File: src/rtl/game_sequencer.sv
// game_sequencer
// Central controller for the flappy-bird style game. It walks through
// IDLE -> CLEAR -> PLAY -> OVER and produces the timing pulses that move
// the pipe field and the bird. It also keeps the current BCD score and the
// best score seen since reset.
//
// Parameters
//   SHIFT_PERIOD    clk cycles between pipe_shift pulses (2..65535)
//   GRAVITY_PERIOD  clk cycles between bird_down pulses (2..65535)
//
// Ports
//   clk                    system clock, rising edge
//   reset                  synchronous reset, active low
//   start                  single-cycle start/restart pulse
//   flap                   single-cycle flap pulse
//   stop                   collision / out-of-bounds indication
//   incr                   pass-scored indication
//   clear_field            one-cycle pulse that clears the field generators
//   pipe_shift             one-cycle enable that shifts the pipes one column
//   bird_up / bird_down    one-cycle enables that move the bird one row
//   game_active            high while in PLAY
//   game_over              high while in OVER
//   score_tens/score_ones  current score, BCD 00..99
//   best_tens/best_ones    best score since reset, BCD
module game_sequencer #(
    parameter int SHIFT_PERIOD   = 8,
    parameter int GRAVITY_PERIOD = 4
) (
    input  logic       clk,
    input  logic       reset,
    input  logic       start,
    input  logic       flap,
    input  logic       stop,
    input  logic       incr,
    output logic       clear_field,
    output logic       pipe_shift,
    output logic       bird_up,
    output logic       bird_down,
    output logic       game_active,
    output logic       game_over,
    output logic [3:0] score_tens,
    output logic [3:0] score_ones,
    output logic [3:0] best_tens,
    output logic [3:0] best_ones
);

    typedef enum logic [1:0] {
        IDLE,
        CLEAR,
        PLAY,
        OVER
    } state_t;

    localparam logic [15:0] SHIFT_LAST   = 16'(SHIFT_PERIOD - 1);
    localparam logic [15:0] GRAVITY_LAST = 16'(GRAVITY_PERIOD - 1);

    state_t      state;
    logic [15:0] shift_cnt;
    logic [15:0] grav_cnt;

    // Single registered FSM. Every output is assigned from here, so each
    // output reflects the state entered at the same edge. Pulse outputs
    // default low each cycle and are raised only for the cycle they apply.
    always_ff @(posedge clk) begin
        if (!reset) begin
            state       <= IDLE;
            shift_cnt   <= 16'd0;
            grav_cnt    <= 16'd0;
            clear_field <= 1'b0;
            pipe_shift  <= 1'b0;
            bird_up     <= 1'b0;
            bird_down   <= 1'b0;
            game_active <= 1'b0;
            game_over   <= 1'b0;
            score_tens  <= 4'd0;
            score_ones  <= 4'd0;
            best_tens   <= 4'd0;
            best_ones   <= 4'd0;
        end else begin
            clear_field <= 1'b0;
            pipe_shift  <= 1'b0;
            bird_up     <= 1'b0;
            bird_down   <= 1'b0;

            case (state)
                IDLE: begin
                    if (start) begin
                        state       <= CLEAR;
                        clear_field <= 1'b1;
                        score_tens  <= 4'd0;
                        score_ones  <= 4'd0;
                        shift_cnt   <= 16'd0;
                        grav_cnt    <= 16'd0;
                    end
                end

                CLEAR: begin
                    state       <= PLAY;
                    game_active <= 1'b1;
                    shift_cnt   <= 16'd0;
                    grav_cnt    <= 16'd0;
                end

                PLAY: begin
                    if (stop) begin
                        // A stop wins over start and incr in the same cycle.
                        // BCD digits compare correctly as one 8-bit number.
                        state       <= OVER;
                        game_active <= 1'b0;
                        game_over   <= 1'b1;
                        if ({score_tens, score_ones} > {best_tens, best_ones}) begin
                            best_tens <= score_tens;
                            best_ones <= score_ones;
                        end
                    end else begin
                        // The pipe clock free-runs; flaps never disturb it.
                        if (shift_cnt == SHIFT_LAST) begin
                            shift_cnt  <= 16'd0;
                            pipe_shift <= 1'b1;
                        end else begin
                            shift_cnt <= shift_cnt + 16'd1;
                        end

                        // A flap restarts the fall interval and takes the
                        // place of any fall pulse due on the same edge.
                        if (flap) begin
                            bird_up  <= 1'b1;
                            grav_cnt <= 16'd0;
                        end else if (grav_cnt == GRAVITY_LAST) begin
                            grav_cnt  <= 16'd0;
                            bird_down <= 1'b1;
                        end else begin
                            grav_cnt <= grav_cnt + 16'd1;
                        end

                        // Saturating BCD increment; 99 holds.
                        if (incr) begin
                            if (score_ones == 4'd9) begin
                                if (score_tens != 4'd9) begin
                                    score_ones <= 4'd0;
                                    score_tens <= score_tens + 4'd1;
                                end
                            end else begin
                                score_ones <= score_ones + 4'd1;
                            end
                        end
                    end
                end

                OVER: begin
                    if (start) begin
                        state       <= CLEAR;
                        clear_field <= 1'b1;
                        game_over   <= 1'b0;
                        score_tens  <= 4'd0;
                        score_ones  <= 4'd0;
                        shift_cnt   <= 16'd0;
                        grav_cnt    <= 16'd0;
                    end
                end

                default: begin
                    state <= IDLE;
                end
            endcase
        end
    end

endmodule

File: config.mk
export PLATFORM = sky130hd
export DESIGN_NAME = game_sequencer
export DESIGN_NICKNAME = d
export VERILOG_FILES = /design/src/rtl/game_sequencer.sv
export SDC_FILE = /design/constraint.sdc
export NUM_CORES = 1
export LEC_CHECK = 0
export BUFFER_PORTS_ARGS = -buffer_cell sky130_fd_sc_hd__buf_2
export CAP_MARGIN = 20
export CORE_MARGIN = 10
export CORE_UTILIZATION = 30
export CTS_BUF_LIST = sky130_fd_sc_hd__clkbuf_4 sky130_fd_sc_hd__clkbuf_8
export DETAILED_ROUTE_END_ITERATION = 8
export SYNTH_ARGS = -nofsm -noshare
export SYNTH_HDL_FRONTEND = slang
export SYNTH_SLANG_ARGS = --single-unit
File: constraint.sdc
create_clock -name clk -period 2.45 [get_ports clk]
set_input_delay 0.245 -clock clk [delete_from_list [all_inputs] [get_ports clk]]
set_output_delay 0.245 -clock clk [all_outputs]
set_load 0.01 [all_outputs]
==> run summary, run 1 <==
RUN STATUS
-----------------------------------------------------------------------------------------
Outcome                                                                      finished clean

DIE
-----------------------------------------------------------------------------------------
Placeable core region                                                           10230 um2
Std cell rows                                                                          37
Top-level I/O count                                                                    28
Chip Width                                                                       122.0 um
Total Die Area                                                                  14890 um2
Vertical die dimension                                                           122.0 um
Initial core utilization                                                           0.3051

TIMING
-----------------------------------------------------------------------------------------
Highest achievable clock rate                                                   444.9 MHz
Clock period minus final worst setup slack                                       2.247 ns
Least-Margin Pin Slew                                                           0.5039 ns
Number of hold violations in the final report                                           0
Final-layout setup total negative slack                                              0 ns
Unrepaired setup endpoints after global routing                                        no
Share of the clock period used by the worst path after layout                      0.9173
Number of slew-limit violations in the final report                                     0
Largest clock skew in the final design                                         0.01319 ns
Headroom to the max-slew limit                                                     0.6641
Final Setup Violations                                                                  0
Setup slack of the critical path after layout                                   0.2026 ns

YOSYS
-----------------------------------------------------------------------------------------
Multiplexer area fraction after synthesis                                         0.02565
Gate count of the mapped netlist                                                      396
Most common flop cell mapped by yosys                                        sky130_fd_sc_hd__dfxtp_1
Fraction of the mapped netlist area in compound gates                              0.1659
Adder-Cell Fraction of Synth Area                                                 0.07214
Synthesized area divided by synthesized cell count                              7.883 um2
Combinational family with the most area after synthesis                      simple AND/OR/NAND/NOR gates
Post-synth cell types                                                                  54
Syn Nets                                                                              420
Post-synthesis simple-gate area fraction                                           0.3190
Proportion of register bits with asynchronous set or reset after synthesis              0
Syn. warnings                                                                           0
Sequential area share after synthesis                                              0.3591
Synthesized cell area                                                            3122 um2
Number of enable-type register cells in the synthesized netlist                         0
Number of synthesized register bits                                                    56
Xor-xnor portion of the synthesized cell area                                    0.005611

FINISH
-----------------------------------------------------------------------------------------
Relative area change from synthesis to final layout                                13.79%
Number of inserted diodes                                                               0
Layout cell share with drive strength beyond 1                                     0.1432
Net count of the finished layout                                                      449

WORST SETUP PATH
-----------------------------------------------------------------------------------------
Reg2reg setup slack                                                               0.20 ns
Critical path fanouts, max                                                              6
Startpoint Class                                                                     flop
Critical Path Sink Type                                                              flop
R2r startpoint                                                               state[0]$_SDFFE_PN0P_
Cell with the largest stage delay on the worst path                          sky130_fd_sc_hd__dfxtp_2
Path depth of the worst reg2reg path                                                    8
Arrival @ worst endpoint                                                          2.46 ns
Critical path, cell by cell                                                  inv_1, ha_1, nor2b_1, buf_4, nor2_4, nand4b_1, or2_2, o41ai_2
Endpoint of the worst register-to-register path                              score_tens[3]$_SDFFE_PN0P_
Critical path data required time                                                  2.66 ns
Delay-heaviest family, CP                                                    simple AND/OR/NAND/NOR gates
Crit path buffers/inverters                                                             2
Type of the worst setup path                                                      reg2reg
Critical path's largest stage delay                                               0.38 ns

POWER
-----------------------------------------------------------------------------------------
Cell-internal power                                                              1.546 mW
Leak                                                                             1.327 nW
Switching share of power                                                           0.3643
Worst ir drop on vdd                                                            0.2465 mV
Power per Cell Area                                                          684.8 nW/um2
Sequential Power Share                                                              0.420
Clock power frac                                                                    0.219
Logic pwr share                                                                     0.360
Switching power total                                                           0.8862 mW

CTS
-----------------------------------------------------------------------------------------
CTS Hold Buffers Added                                                                  0
Clock Sink Count                                                                       56
CTS HTree Levels                                                                        2
Total CTS buffers                                                                       5
CTS tree                                                                            built
Worst-skew pair later-pin latency                                                 0.32 ns
Max Buffers Root-to-Sink                                                                2
Root buffer selected by CTS                                                  sky130_fd_sc_hd__clkbuf_8
Clock slew seen by the registers of the worst setup and hold paths                0.11 ns

GLOBAL ROUTE
-----------------------------------------------------------------------------------------
Number of antenna violations at the first check in global routing                       0
GR Util All Layers                                                                 0.1087
Maximum number of pins on one net before global-route repair                           33
Overflow left after global routing                                                      0
Via count of the first global-routing pass                                           2899
Global-route wire length before repair                                           13590 um

RUN
-----------------------------------------------------------------------------------------
Reported max-cap violation count                                                        0

DRT
-----------------------------------------------------------------------------------------
Routed wire length per instance                                                  13.85 um
Detailed-route via count                                                             2933
Vias per cell                                                                       5.219
Iteration-0 DRC Markers                                                               132
Remaining design rule violation count                                                   0
Routed wire length                                                                7782 um
Detail Route Antenna Nets                                                               0
Number of iterations in the first detailed-routing pass                                 4

PLACEMENT
-----------------------------------------------------------------------------------------
DPL Wire Length                                                                   5687 um
RD Place Congestion                                                                0.8368
Pre-CTS worst setup slack                                                      0.07790 ns
Quantity of I/O buffers inserted on ports                                              27

HOLD PATH
-----------------------------------------------------------------------------------------
Min-Delay Endpoint                                                           bird_down$_SDFF_PP0_
Launch instance of the worst min-delay path                                          flap
Class of the most critical hold timing path                                        in2reg
Hold Path Depth                                                                         2

-- placed cells by master, fill, tap and decap left out, types with 12 or more instances in the layout --
cell type,n
sky130_fd_sc_hd__buf_2,27
sky130_fd_sc_hd__ha_1,18
sky130_fd_sc_hd__inv_1,18
sky130_fd_sc_hd__nand3_1,21
sky130_fd_sc_hd__nand4_1,14
sky130_fd_sc_hd__or3_1,12
sky130_fd_sc_hd__dfxtp_1,55
sky130_fd_sc_hd__nor2_1,25
sky130_fd_sc_hd__o21ai_0,13
sky130_fd_sc_hd__nand2_1,62
sky130_fd_sc_hd__a31oi_1,12
sky130_fd_sc_hd__buf_4,16
sky130_fd_sc_hd__a21oi_1,29
-- per-layer routing --
metal | vias to the layer above | wire length, um | GRT usage
met5 | - | 0 | 0
met4 | 0 | 149 | 0.04545
met3 | 12 | 469 | 0.02405
met2 | 67 | 3504 | 0.1713
met1 | 1359 | 3659 | 0.1400
li1 | 1495 | - | -
-- per-stage QoR --
stage	hold slack (ns)	instances	utilization	power, mW	area [um2]
2_1_floorplan	0.3243	396	-	1.663	3122
3_3_place_gp	0.4551	553	0.3366	1.887	3443
3_5_place_dp	0.4628	553	0.3366	1.907	3443
4_1_cts	0.1426	561	0.3456	2.445	3536
5_1_grt	0.1584	562	0.3472	2.614	3552
6_report	0.1528	562	0.3472	2.433	3552
-- sequential cells by signal (all words and copies together), names as in the netlist --
| signal | flops |
|---|---|
| pipe_shift | 1 |
| score_tens | 4 |
| state | 2 |
| shift_cnt | 16 |
| score_ones | 4 |
| game_active | 1 |
| game_over | 1 |
| best_tens | 4 |
| bird_up | 1 |
| bird_down | 1 |
| clear_field | 1 |
| grav_cnt | 16 |
| best_ones | 4 |
-- cell families (layout without fill, tap and decap cells) --
group | after synthesis | after routing
adder cells (fa/ha/maj) | 18 | 18
XOR/XNOR | 2 | 2
buffers and inverters | 39 | 69
flip-flops | 56 | 56
multiplexers | 8 | 8
AO/OA/AOI/OAI | 82 | 82
AND/OR/NAND/NOR | 191 | 191
-- Yosys cell counts (4+ instances only) --
master,number,area share
sky130_fd_sc_hd__a21oi_1,29,0.046
sky130_fd_sc_hd__a31oi_1,12,0.024
sky130_fd_sc_hd__and2_1,5,0.010
sky130_fd_sc_hd__and3_1,8,0.016
sky130_fd_sc_hd__clkbuf_1,16,0.019
sky130_fd_sc_hd__dfxtp_1,56,0.36
sky130_fd_sc_hd__ha_1,18,0.072
sky130_fd_sc_hd__inv_1,18,0.022
sky130_fd_sc_hd__mux2i_1,8,0.026
sky130_fd_sc_hd__nand2_1,62,0.075
sky130_fd_sc_hd__nand3_1,21,0.034
sky130_fd_sc_hd__nand4_1,14,0.028
sky130_fd_sc_hd__nand4b_1,5,0.014
sky130_fd_sc_hd__nor2_1,25,0.030
sky130_fd_sc_hd__nor2b_1,5,0.010
sky130_fd_sc_hd__nor3_1,7,0.011
sky130_fd_sc_hd__nor4_1,5,0.010
sky130_fd_sc_hd__o211ai_1,4,0.0096
sky130_fd_sc_hd__o21ai_0,13,0.021
sky130_fd_sc_hd__or3_1,12,0.024
sky130_fd_sc_hd__or4_1,4,0.0096
-- power by group through the flow --
| stage | logic (mW) | registers, mW | clock network [mW] |
|---|---|---|---|
| 6_report | 0.876 | 1.02 | 0.534 |
| 3_5_place_dp | 0.864 | 1.04 | 0 |
| 5_1_grt | 0.994 | 1.03 | 0.588 |
| 3_3_place_gp | 0.847 | 1.04 | 0 |
| 2_1_floorplan | 0.611 | 1.05 | 0 |
| 4_1_cts | 0.867 | 1.02 | 0.556 |
-- area by class of cell --
cell class,instances,area [um2]
multi-input combinational,301,1844
inverter,18,67.56
fill,1085,6679
clock buffer,6,82.58
clock inverter,2,10.01
tap,136,170.2
timing repair buffer,43,255.2
sequential,56,1122
-- worst max-delay path by stage --
stage                                      from                         end  slack, ns  cells after the start
after floorplan           state[0]$_SDFFE_PN0P_  score_ones[0]$_SDFFE_PN0P_       0.23                      9
after global placement    state[0]$_SDFFE_PN0P_  score_tens[3]$_SDFFE_PN0P_       0.23                      8
after detailed placement  state[0]$_SDFFE_PN0P_  score_tens[3]$_SDFFE_PN0P_       0.08                      8
after CTS                 state[0]$_SDFFE_PN0P_  score_tens[3]$_SDFFE_PN0P_       0.06                      8
after global routing      state[0]$_SDFFE_PN0P_  score_tens[3]$_SDFFE_PN0P_       0.03                      8
final                     state[0]$_SDFFE_PN0P_  score_tens[3]$_SDFFE_PN0P_       0.20                      8
-- what timing repair did --
item,CTS,global route
setup buffers,0,1
endpoints found under the setup margin,0,1
resized for setup,0,2
Power figures use the tool's default switching activity.
==> run 2: changes to the inputs <==
Settings changed: ABC_AREA set to 1, CORE_UTILIZATION 30 to 60, PLACE_DENSITY set to 0.8.
==> run 2 against run 1 <==
  * Sequential share of layout area rose by 1.5 points
  * Register-to-register slack better by 0.21 ns
  * First-iteration DRC count up 19%
  * Via count decreased by 5.0%
  * Clock skew down 0.0082 ns
==> run summary, run 2 <==
DRT
-----------------------------------------------------------------------------------------
Vias per cell                                                                       5.138
Number of iterations in the first detailed-routing pass                                 5
Detail Route Antenna Nets                                                               0
Iteration-0 DRC Markers                                                               157
Detailed-route via count                                                             2785
Routed wire length                                                                6408 um
Routed wire length per instance                                                  11.82 um
Remaining design rule violation count                                                   0

CTS
-----------------------------------------------------------------------------------------
Clock Sink Count                                                                       56
CTS HTree Levels                                                                        2
Total CTS buffers                                                                       5
CTS Hold Buffers Added                                                                  0
Total of cells resized after clock tree synthesis                                       0
Root buffer selected by CTS                                                  sky130_fd_sc_hd__clkbuf_8
Clock slew seen by the registers of the worst setup and hold paths                0.09 ns
Max Buffers Root-to-Sink                                                                2
CTS tree                                                                            built
Post-CTS setup buffer count                                                             0
Worst-skew pair later-pin latency                                                 0.30 ns

WORST SETUP PATH
-----------------------------------------------------------------------------------------
Path depth of the worst reg2reg path                                                   10
Critical path fanouts, max                                                             22
Delay-heaviest family, CP                                                    simple AND/OR/NAND/NOR gates
Critical path's largest stage delay                                               0.41 ns
R2r startpoint                                                               state[0]$_SDFFE_PN0P_
Cell with the largest stage delay on the worst path                          sky130_fd_sc_hd__dfxtp_1
Endpoint of the worst register-to-register path                              score_ones[3]$_SDFFE_PN0P_
Critical path data required time                                                  2.64 ns
Critical path, cell by cell                                                  inv_1, ha_1, nand2_2, nand2_8, inv_6, nand2_2, nor2_4, inv_2, o21ai_2, nor2_1
Startpoint Class                                                                     flop
Most frequent cell on the critical path                                      sky130_fd_sc_hd__nand2_2
Crit path buffers/inverters                                                             3
Arrival @ worst endpoint                                                          2.23 ns
Critical Path Sink Type                                                              flop
Type of the worst setup path                                                      reg2reg
Reg2reg setup slack                                                               0.42 ns

PLACEMENT
-----------------------------------------------------------------------------------------
Quantity of I/O buffers inserted on ports                                              27
DPL Wire Length                                                                   4923 um
RD Place Congestion                                                                0.9275

TIMING
-----------------------------------------------------------------------------------------
Hold Worst Slack                                                                0.1298 ns
Number of slew-limit violations in the final report                                     0
Unrepaired setup endpoints after global routing                                        no
Final Setup Violations                                                                  0
Largest clock skew in the final design                                        0.004984 ns
Highest achievable clock rate                                                   491.9 MHz
Final-layout setup total negative slack                                              0 ns
Share of the clock period used by the worst path after layout                      0.8297
Least-Margin Pin Slew                                                           0.5604 ns
Headroom to the max-slew limit                                                     0.6260
Number of hold violations in the final report                                           0
Clock period minus final worst setup slack                                       2.033 ns

DIE
-----------------------------------------------------------------------------------------
Vertical die dimension                                                           92.49 um
Initial core utilization                                                           0.6173
Total Die Area                                                                   8554 um2
Std cell rows                                                                          26
Placeable core region                                                            5107 um2
Chip Width                                                                       92.49 um
Top-level I/O count                                                                    28

GLOBAL ROUTE
-----------------------------------------------------------------------------------------
Via count of the first global-routing pass                                           2674
GR Util All Layers                                                                 0.1583
Overflow left after global routing                                                      0
Number of antenna violations at the first check in global routing                       0
GR met1 Demand/Resource                                                            0.2021
Global-route wire length before repair                                           11740 um
Highest-utilization routing layer at the global route stage                          met2
Maximum number of pins on one net before global-route repair                           23
Met3 Usage GRT                                                                    0.02986
GR met2 Demand/Resource                                                            0.2647

FINISH
-----------------------------------------------------------------------------------------
Total of fill cells in the finished design                                            469
Storage cell area                                                                1121 um2
Largest registers in the final layout                                        grav_cnt (16), shift_cnt (16)
Commonest non-fill, non-tap cells in the layout                              95 x sky130_fd_sc_hd__nand2_1, 73 x sky130_fd_sc_hd__nor2_1, 57 x sky130_fd_sc_hd__inv_1
Number of inserted diodes                                                               0
Most common cell after layout, fill and taps aside                           sky130_fd_sc_hd__nand2_1
Layout cell share with drive strength beyond 1                                     0.1229
Relative area change from synthesis to final layout                                7.540%
Area occupied by multi-input gates                                               1735 um2
Net count of the finished layout                                                      496

HOLD PATH
-----------------------------------------------------------------------------------------
Hold Path Depth                                                                         2
Launch instance of the worst min-delay path                                          flap
Min-Delay Endpoint                                                           bird_down$_SDFF_PP0_
Class of the most critical hold timing path                                        in2reg

YOSYS
-----------------------------------------------------------------------------------------
Top cell type's share of synthesized area                                          0.3556
Sequential area share after synthesis                                              0.3556
Cell types with the largest area share after synthesis                       sky130_fd_sc_hd__dfxtp_1 36%, sky130_fd_sc_hd__nand2_1 11%, sky130_fd_sc_hd__nor2_1 8.7%
Syn. warnings                                                                           0
Synthesized area divided by synthesized cell count                              7.054 um2
Proportion of register bits with asynchronous set or reset after synthesis              0
Post-synth top area cell                                                     sky130_fd_sc_hd__dfxtp_1
Most instantiated cells after synthesis                                      95 x sky130_fd_sc_hd__nand2_1, 73 x sky130_fd_sc_hd__nor2_1, 57 x sky130_fd_sc_hd__inv_1
Cell with the most instances after synthesis                                 sky130_fd_sc_hd__nand2_1
Gate count of the mapped netlist                                                      447
Number of synthesized register bits                                                    56
Syn Nets                                                                              471
Most common flop cell mapped by yosys                                        sky130_fd_sc_hd__dfxtp_1
Synthesized cell area                                                            3153 um2
Number of enable-type register cells in the synthesized netlist                         0
Post-synth cell types                                                                  36

POWER
-----------------------------------------------------------------------------------------
Switching share of power                                                           0.4406
Power per Cell Area                                                          860.7 nW/um2
Logic pwr share                                                                     0.456
Clock power frac                                                                    0.165
Sequential Power Share                                                              0.379
Switching power total                                                            1.286 mW
Cell-internal power                                                              1.632 mW
Worst ir drop on vdd                                                            0.6804 mV
Leak                                                                             1.454 nW

RUN STATUS
-----------------------------------------------------------------------------------------
Outcome                                                                      finished clean

RUN
-----------------------------------------------------------------------------------------
Reported max-cap violation count                                                        0

==> run 2: cell count changes in the layout (fill, tap and decap cells not counted), sizes merged, moves of 8 or more <==
cell	change
a31oi	-9
or3	-12
buf	-16
mux2i	-8
xor2	+14
nand3	+12
nor2	+53
inv	+42
and3	-8
nand2	+38
==> run 2: layout make-up <==
class	count	share of cell area
clock buffer	6	0.02251
sequential	56	0.3306
tap	70	0.02583
inverter	60	0.06790
timing repair buffer	27	0.03985
multi-input combinational	322	0.5118
clock inverter	1	0.001476
==> run 2: metrics by stage <==
step | std cells | util | total power, mW | area (um2) | setup WS [ns]
2_1_floorplan | 447 | - | 2.245 | 3153 | 0.7758
3_3_place_gp | 535 | 0.6480 | 2.420 | 3309 | 0.5329
3_5_place_dp | 535 | 0.6480 | 2.457 | 3309 | 0.4301
4_1_cts | 542 | 0.6639 | 2.946 | 3391 | 0.4109
5_1_grt | 542 | 0.6639 | 3.179 | 3391 | 0.2617
6_report | 542 | 0.6639 | 2.918 | 3391 | 0.4172
==> run 2: how the worst max path moves through the flow <==
stage / startpoint / end / slack (ns) / depth (start not counted)
2_1_floorplan: state[0]$_SDFFE_PN0P_ / score_ones[2]$_SDFFE_PN0P_ / 0.78 / 10
6_report: state[0]$_SDFFE_PN0P_ / score_ones[3]$_SDFFE_PN0P_ / 0.42 / 10
5_1_grt: state[0]$_SDFFE_PN0P_ / score_tens[0]$_SDFFE_PN0P_ / 0.26 / 11
3_5_place_dp: state[0]$_SDFFE_PN0P_ / score_ones[3]$_SDFFE_PN0P_ / 0.43 / 10
4_1_cts: state[0]$_SDFFE_PN0P_ / score_ones[3]$_SDFFE_PN0P_ / 0.41 / 10
3_3_place_gp: state[0]$_SDFFE_PN0P_ / score_ones[2]$_SDFFE_PN0P_ / 0.53 / 10
==> run 2: logic make-up (layout without fill, tap and decap cells) <==
kind of cell | after synthesis | count (layout) | synth area share
xor+xnor | 17 | 17 | 0.04722
compound gates | 51 | 51 | 0.09842
fa+ha+maj | 18 | 18 | 0.07143
simple gates | 236 | 236 | 0.3333
buf+inv | 69 | 94 | 0.09405
flops | 56 | 56 | 0.3556
==> run 2: metal layers <==
layer	routed length, um	up-vias
li1	-	1478
met1	3176	1249
met2	2904	53
met3	274	5
met4	53	0
met5	0	-
==> run 2: worst register-to-register path: stages, from the launching register on <==
cell	delay, ns
sky130_fd_sc_hd__dfxtp_1	0.41
sky130_fd_sc_hd__inv_1	0.07
sky130_fd_sc_hd__ha_1	0.36
sky130_fd_sc_hd__nand2_2	0.17
sky130_fd_sc_hd__nand2_8	0.15
sky130_fd_sc_hd__inv_6	0.15
sky130_fd_sc_hd__nand2_2	0.09
sky130_fd_sc_hd__nor2_4	0.16
sky130_fd_sc_hd__inv_2	0.07
sky130_fd_sc_hd__o21ai_2	0.21
sky130_fd_sc_hd__nor2_1	0.08
==> run 2: power by group through the flow <==
stage / Combinational [mW] / Clock (mW) / Sequential (mW)
floorplan: 1.10 / 0 / 1.15
global placement: 1.29 / 0 / 1.13
detailed placement: 1.33 / 0 / 1.13
CTS: 1.34 / 0.502 / 1.11
global route: 1.52 / 0.533 / 1.13
finish: 1.33 / 0.481 / 1.11
==> run 3: changes to the inputs <==
Settings changed: ABC_AREA 1 to 0, CORE_UTILIZATION 60 to 56, PLACE_DENSITY 0.8 to 0.79.
Clock period 2.45 ns to 1.8 ns, I/O delays scaled along.
==> run 3 against run 2 <==
  * Flip-flop and latch count stayed put
  * Worst setup slack lost 0.40 ns
  * Largest power group unchanged
  * Sequential power grew 25%
  * Critical endpoint is now score_ones[1]$_SDFFE_PN0P_
  * Clock skew grew 0.0036 ns
  * Critical path type unchanged
  * Worst hold slack better by 0.0050 ns
==> run summary, run 3 (same netlist as run 1, synthesis figures left out) <==
DIE
------------------------------------------------------------------------------------
Placeable core region                                                       5473 um2
Vertical die dimension                                                      94.66 um
Std cell rows                                                                     27
Top-level I/O count                                                               28
Initial core utilization                                                      0.5704
Total Die Area                                                              8961 um2
Chip Width                                                                  94.66 um

DRT
------------------------------------------------------------------------------------
Remaining design rule violation count                                              0
Vias per cell                                                                  6.021
Number of iterations in the first detailed-routing pass                            6
Routed wire length                                                           8393 um
Top layer used by detailed routing                                              met4
Total length of routed met3 wires                                             467 um
Detailed-route via count                                                        3173
Iteration-0 DRC Markers                                                          194
Detail Route Antenna Nets                                                          0
Routed wire length per instance                                             15.93 um
Met1 WL                                                                      3561 um
Routed met2 length                                                           4205 um

WORST SETUP PATH
------------------------------------------------------------------------------------
First element of the critical path                                      state[0]$_SDFFE_PN0P_
Delay-heaviest family, CP                                               simple AND/OR/NAND/NOR gates
Depth of the critical timing path with buffers and inverters included              7
Cell with the largest stage delay on the worst path                     sky130_fd_sc_hd__or3_4
Type of the worst setup path                                                 reg2reg
Worst setup path endpoint                                               score_ones[1]$_SDFFE_PN0P_
Path depth of the worst reg2reg path                                               7
Critical Path Sink Type                                                         flop
Critical path, cell by cell                                             inv_2, ha_4, nor2b_4, nand2b_4, a2111o_1, or3_4, a21oi_2
Critical path data required time                                             2.05 ns
Crit path buffers/inverters                                                        1
Critical path's largest stage delay                                          0.40 ns
Arrival @ worst endpoint                                                     2.03 ns
Reg2reg setup slack                                                          0.02 ns
Startpoint Class                                                                flop
Endpoint of the worst register-to-register path                         score_ones[1]$_SDFFE_PN0P_
R2r startpoint                                                          state[0]$_SDFFE_PN0P_
Critical path fanouts, max                                                         6

GLOBAL ROUTE
------------------------------------------------------------------------------------
Overflow left after global routing                                                 0
Global-route wire length before repair                                      13970 um
Via count of the first global-routing pass                                      3102
Maximum number of pins on one net before global-route repair                      26
Number of antenna violations at the first check in global routing                  0
GR Util All Layers                                                            0.1872

TIMING
------------------------------------------------------------------------------------
Headroom to the max-slew limit                                                0.7124
Number of hold violations in the final report                                      0
Number of slew-limit violations in the final report                                0
Final-layout setup total negative slack                                         0 ns
Unrepaired setup endpoints after global routing                                  yes
Highest achievable clock rate                                              562.0 MHz
Largest clock skew in the final design                                   0.008608 ns
Final Setup Violations                                                             0
Clock period minus final worst setup slack                                  1.779 ns
Least-Margin Pin Slew                                                      0.4309 ns
Share of the clock period used by the worst path after layout                 0.9885

PLACEMENT
------------------------------------------------------------------------------------
Quantity of I/O buffers inserted on ports                                         27
RD Place Congestion                                                           0.8712
Placed cell count                                                                516
DPL Wire Length                                                              6010 um

FINISH
------------------------------------------------------------------------------------
Commonest non-fill, non-tap cells in the layout                         60 x sky130_fd_sc_hd__nand2_1, 44 x sky130_fd_sc_hd__dfxtp_1, 44 x sky130_fd_sc_hd__buf_4
Layout cell share with drive strength beyond 1                                0.2725
Net count of the finished layout                                                 478
Most common cell after layout, fill and taps aside                      sky130_fd_sc_hd__nand2_1
Relative area change from synthesis to final layout                           23.37%
Number of inserted diodes                                                          0
Largest registers in the final layout                                   grav_cnt (16), shift_cnt (16)
Non-filler instance count after layout                                           527

CTS
------------------------------------------------------------------------------------
Clock Sink Count                                                                  56
CTS tree                                                                       built
Worst-skew pair later-pin latency                                            0.31 ns
Root buffer selected by CTS                                             sky130_fd_sc_hd__clkbuf_8
Total CTS buffers                                                                  5
Max Buffers Root-to-Sink                                                           2
Clock slew seen by the registers of the worst setup and hold paths           0.10 ns
CTS HTree Levels                                                                   2
CTS Hold Buffers Added                                                             0

RUN
------------------------------------------------------------------------------------
Reported max-cap violation count                                                   0

RUN STATUS
------------------------------------------------------------------------------------
Outcome                                                                 finished clean

POWER
------------------------------------------------------------------------------------
Worst ir drop on vdd                                                       0.5830 mV
Power per Cell Area                                                     935.4 nW/um2
Leak                                                                        1.513 nW

HOLD PATH
------------------------------------------------------------------------------------
Class of the most critical hold timing path                                   in2reg

-- run 3: changes by cell type in the layout (fill, tap and decap cells not counted), sizes merged, moves of 12 or more --
| cell | previous run | this run |
|---|---|---|
| nor2 | 79 | 26 |
| or3 | 0 | 12 |
| xor2 | 16 | 2 |
| buf | 27 | 72 |
| inv | 60 | 18 |
| nand3 | 33 | 21 |
| nand2 | 100 | 62 |
-- run 3: repair_timing --
action                                  CTS  global route
pin swaps                                 3             7
endpoints found under the setup margin   19            39
setup buffers                             2             1
resized for setup                         4            27
cloned                                    0             0
-- run 3: worst register-to-register path, stage by stage (launching register included) --
cell	delay (ns)
sky130_fd_sc_hd__dfxtp_2	0.35
sky130_fd_sc_hd__inv_2	0.04
sky130_fd_sc_hd__ha_4	0.20
sky130_fd_sc_hd__nor2b_4	0.15
sky130_fd_sc_hd__nand2b_4	0.15
sky130_fd_sc_hd__a2111o_1	0.32
sky130_fd_sc_hd__or3_4	0.40
sky130_fd_sc_hd__a21oi_2	0.11
-- run 3: final cells by class --
| class | instances | area [um2] |
|---|---|---|
| repair buffers | 72 | 476.7 |
| well taps | 72 | 90.09 |
| clock buffers | 6 | 82.58 |
| clock inverters | 2 | 10.01 |
| fillers | 467 | 1622 |
| flip-flops and latches | 56 | 1139 |
| multi-input cells | 301 | 1986 |
| inverters | 18 | 67.56 |
-- run 3: how the worst min path moves through the flow --
stage               cells after the start  slack, ns  from                   end
floorplan                               1       0.26  flap  bird_down$_SDFF_PP0_
global placement                        2       0.45  flap  bird_down$_SDFF_PP0_
detailed placement                      2       0.46  flap  bird_down$_SDFF_PP0_
CTS                                     2       0.13  flap  bird_down$_SDFF_PP0_
global route                            2       0.14  flap  bird_down$_SDFF_PP0_
finish                                  2       0.13  flap  bird_down$_SDFF_PP0_
-- run 3: layer usage --
metal	global-route usage	up-vias
met1	0.2196	1494
met2	0.3295	112
met4	0.06733	0
met3	0.03807	18
met5	0	-
li1	-	1549
-- run 3: metrics by stage --
| stage | power [mW] | setup slack (ns) | hold WS [ns] | cell area, um2 | utilization |
|---|---|---|---|---|---|
| after floorplan | 2.347 | -0.1957 | 0.2593 | 3184 | - |
| after global placement | 2.750 | 0.03571 | 0.4480 | 3613 | 0.6603 |
| after detailed placement | 2.789 | -0.08675 | 0.4550 | 3613 | 0.6603 |
| after CTS | 3.517 | 0.007825 | 0.1273 | 3739 | 0.6831 |
| after global routing | 3.806 | -0.06774 | 0.1366 | 3851 | 0.7037 |
| final | 3.602 | 0.02076 | 0.1348 | 3851 | 0.7037 |
-- run 3: report_power, final --
group	switching (mW)	internal, mW	leakage, nW
Clock	0.407	0.308	0.0510
Sequential	0.0658	1.32	0.458
Combinational	0.829	0.668	1.00
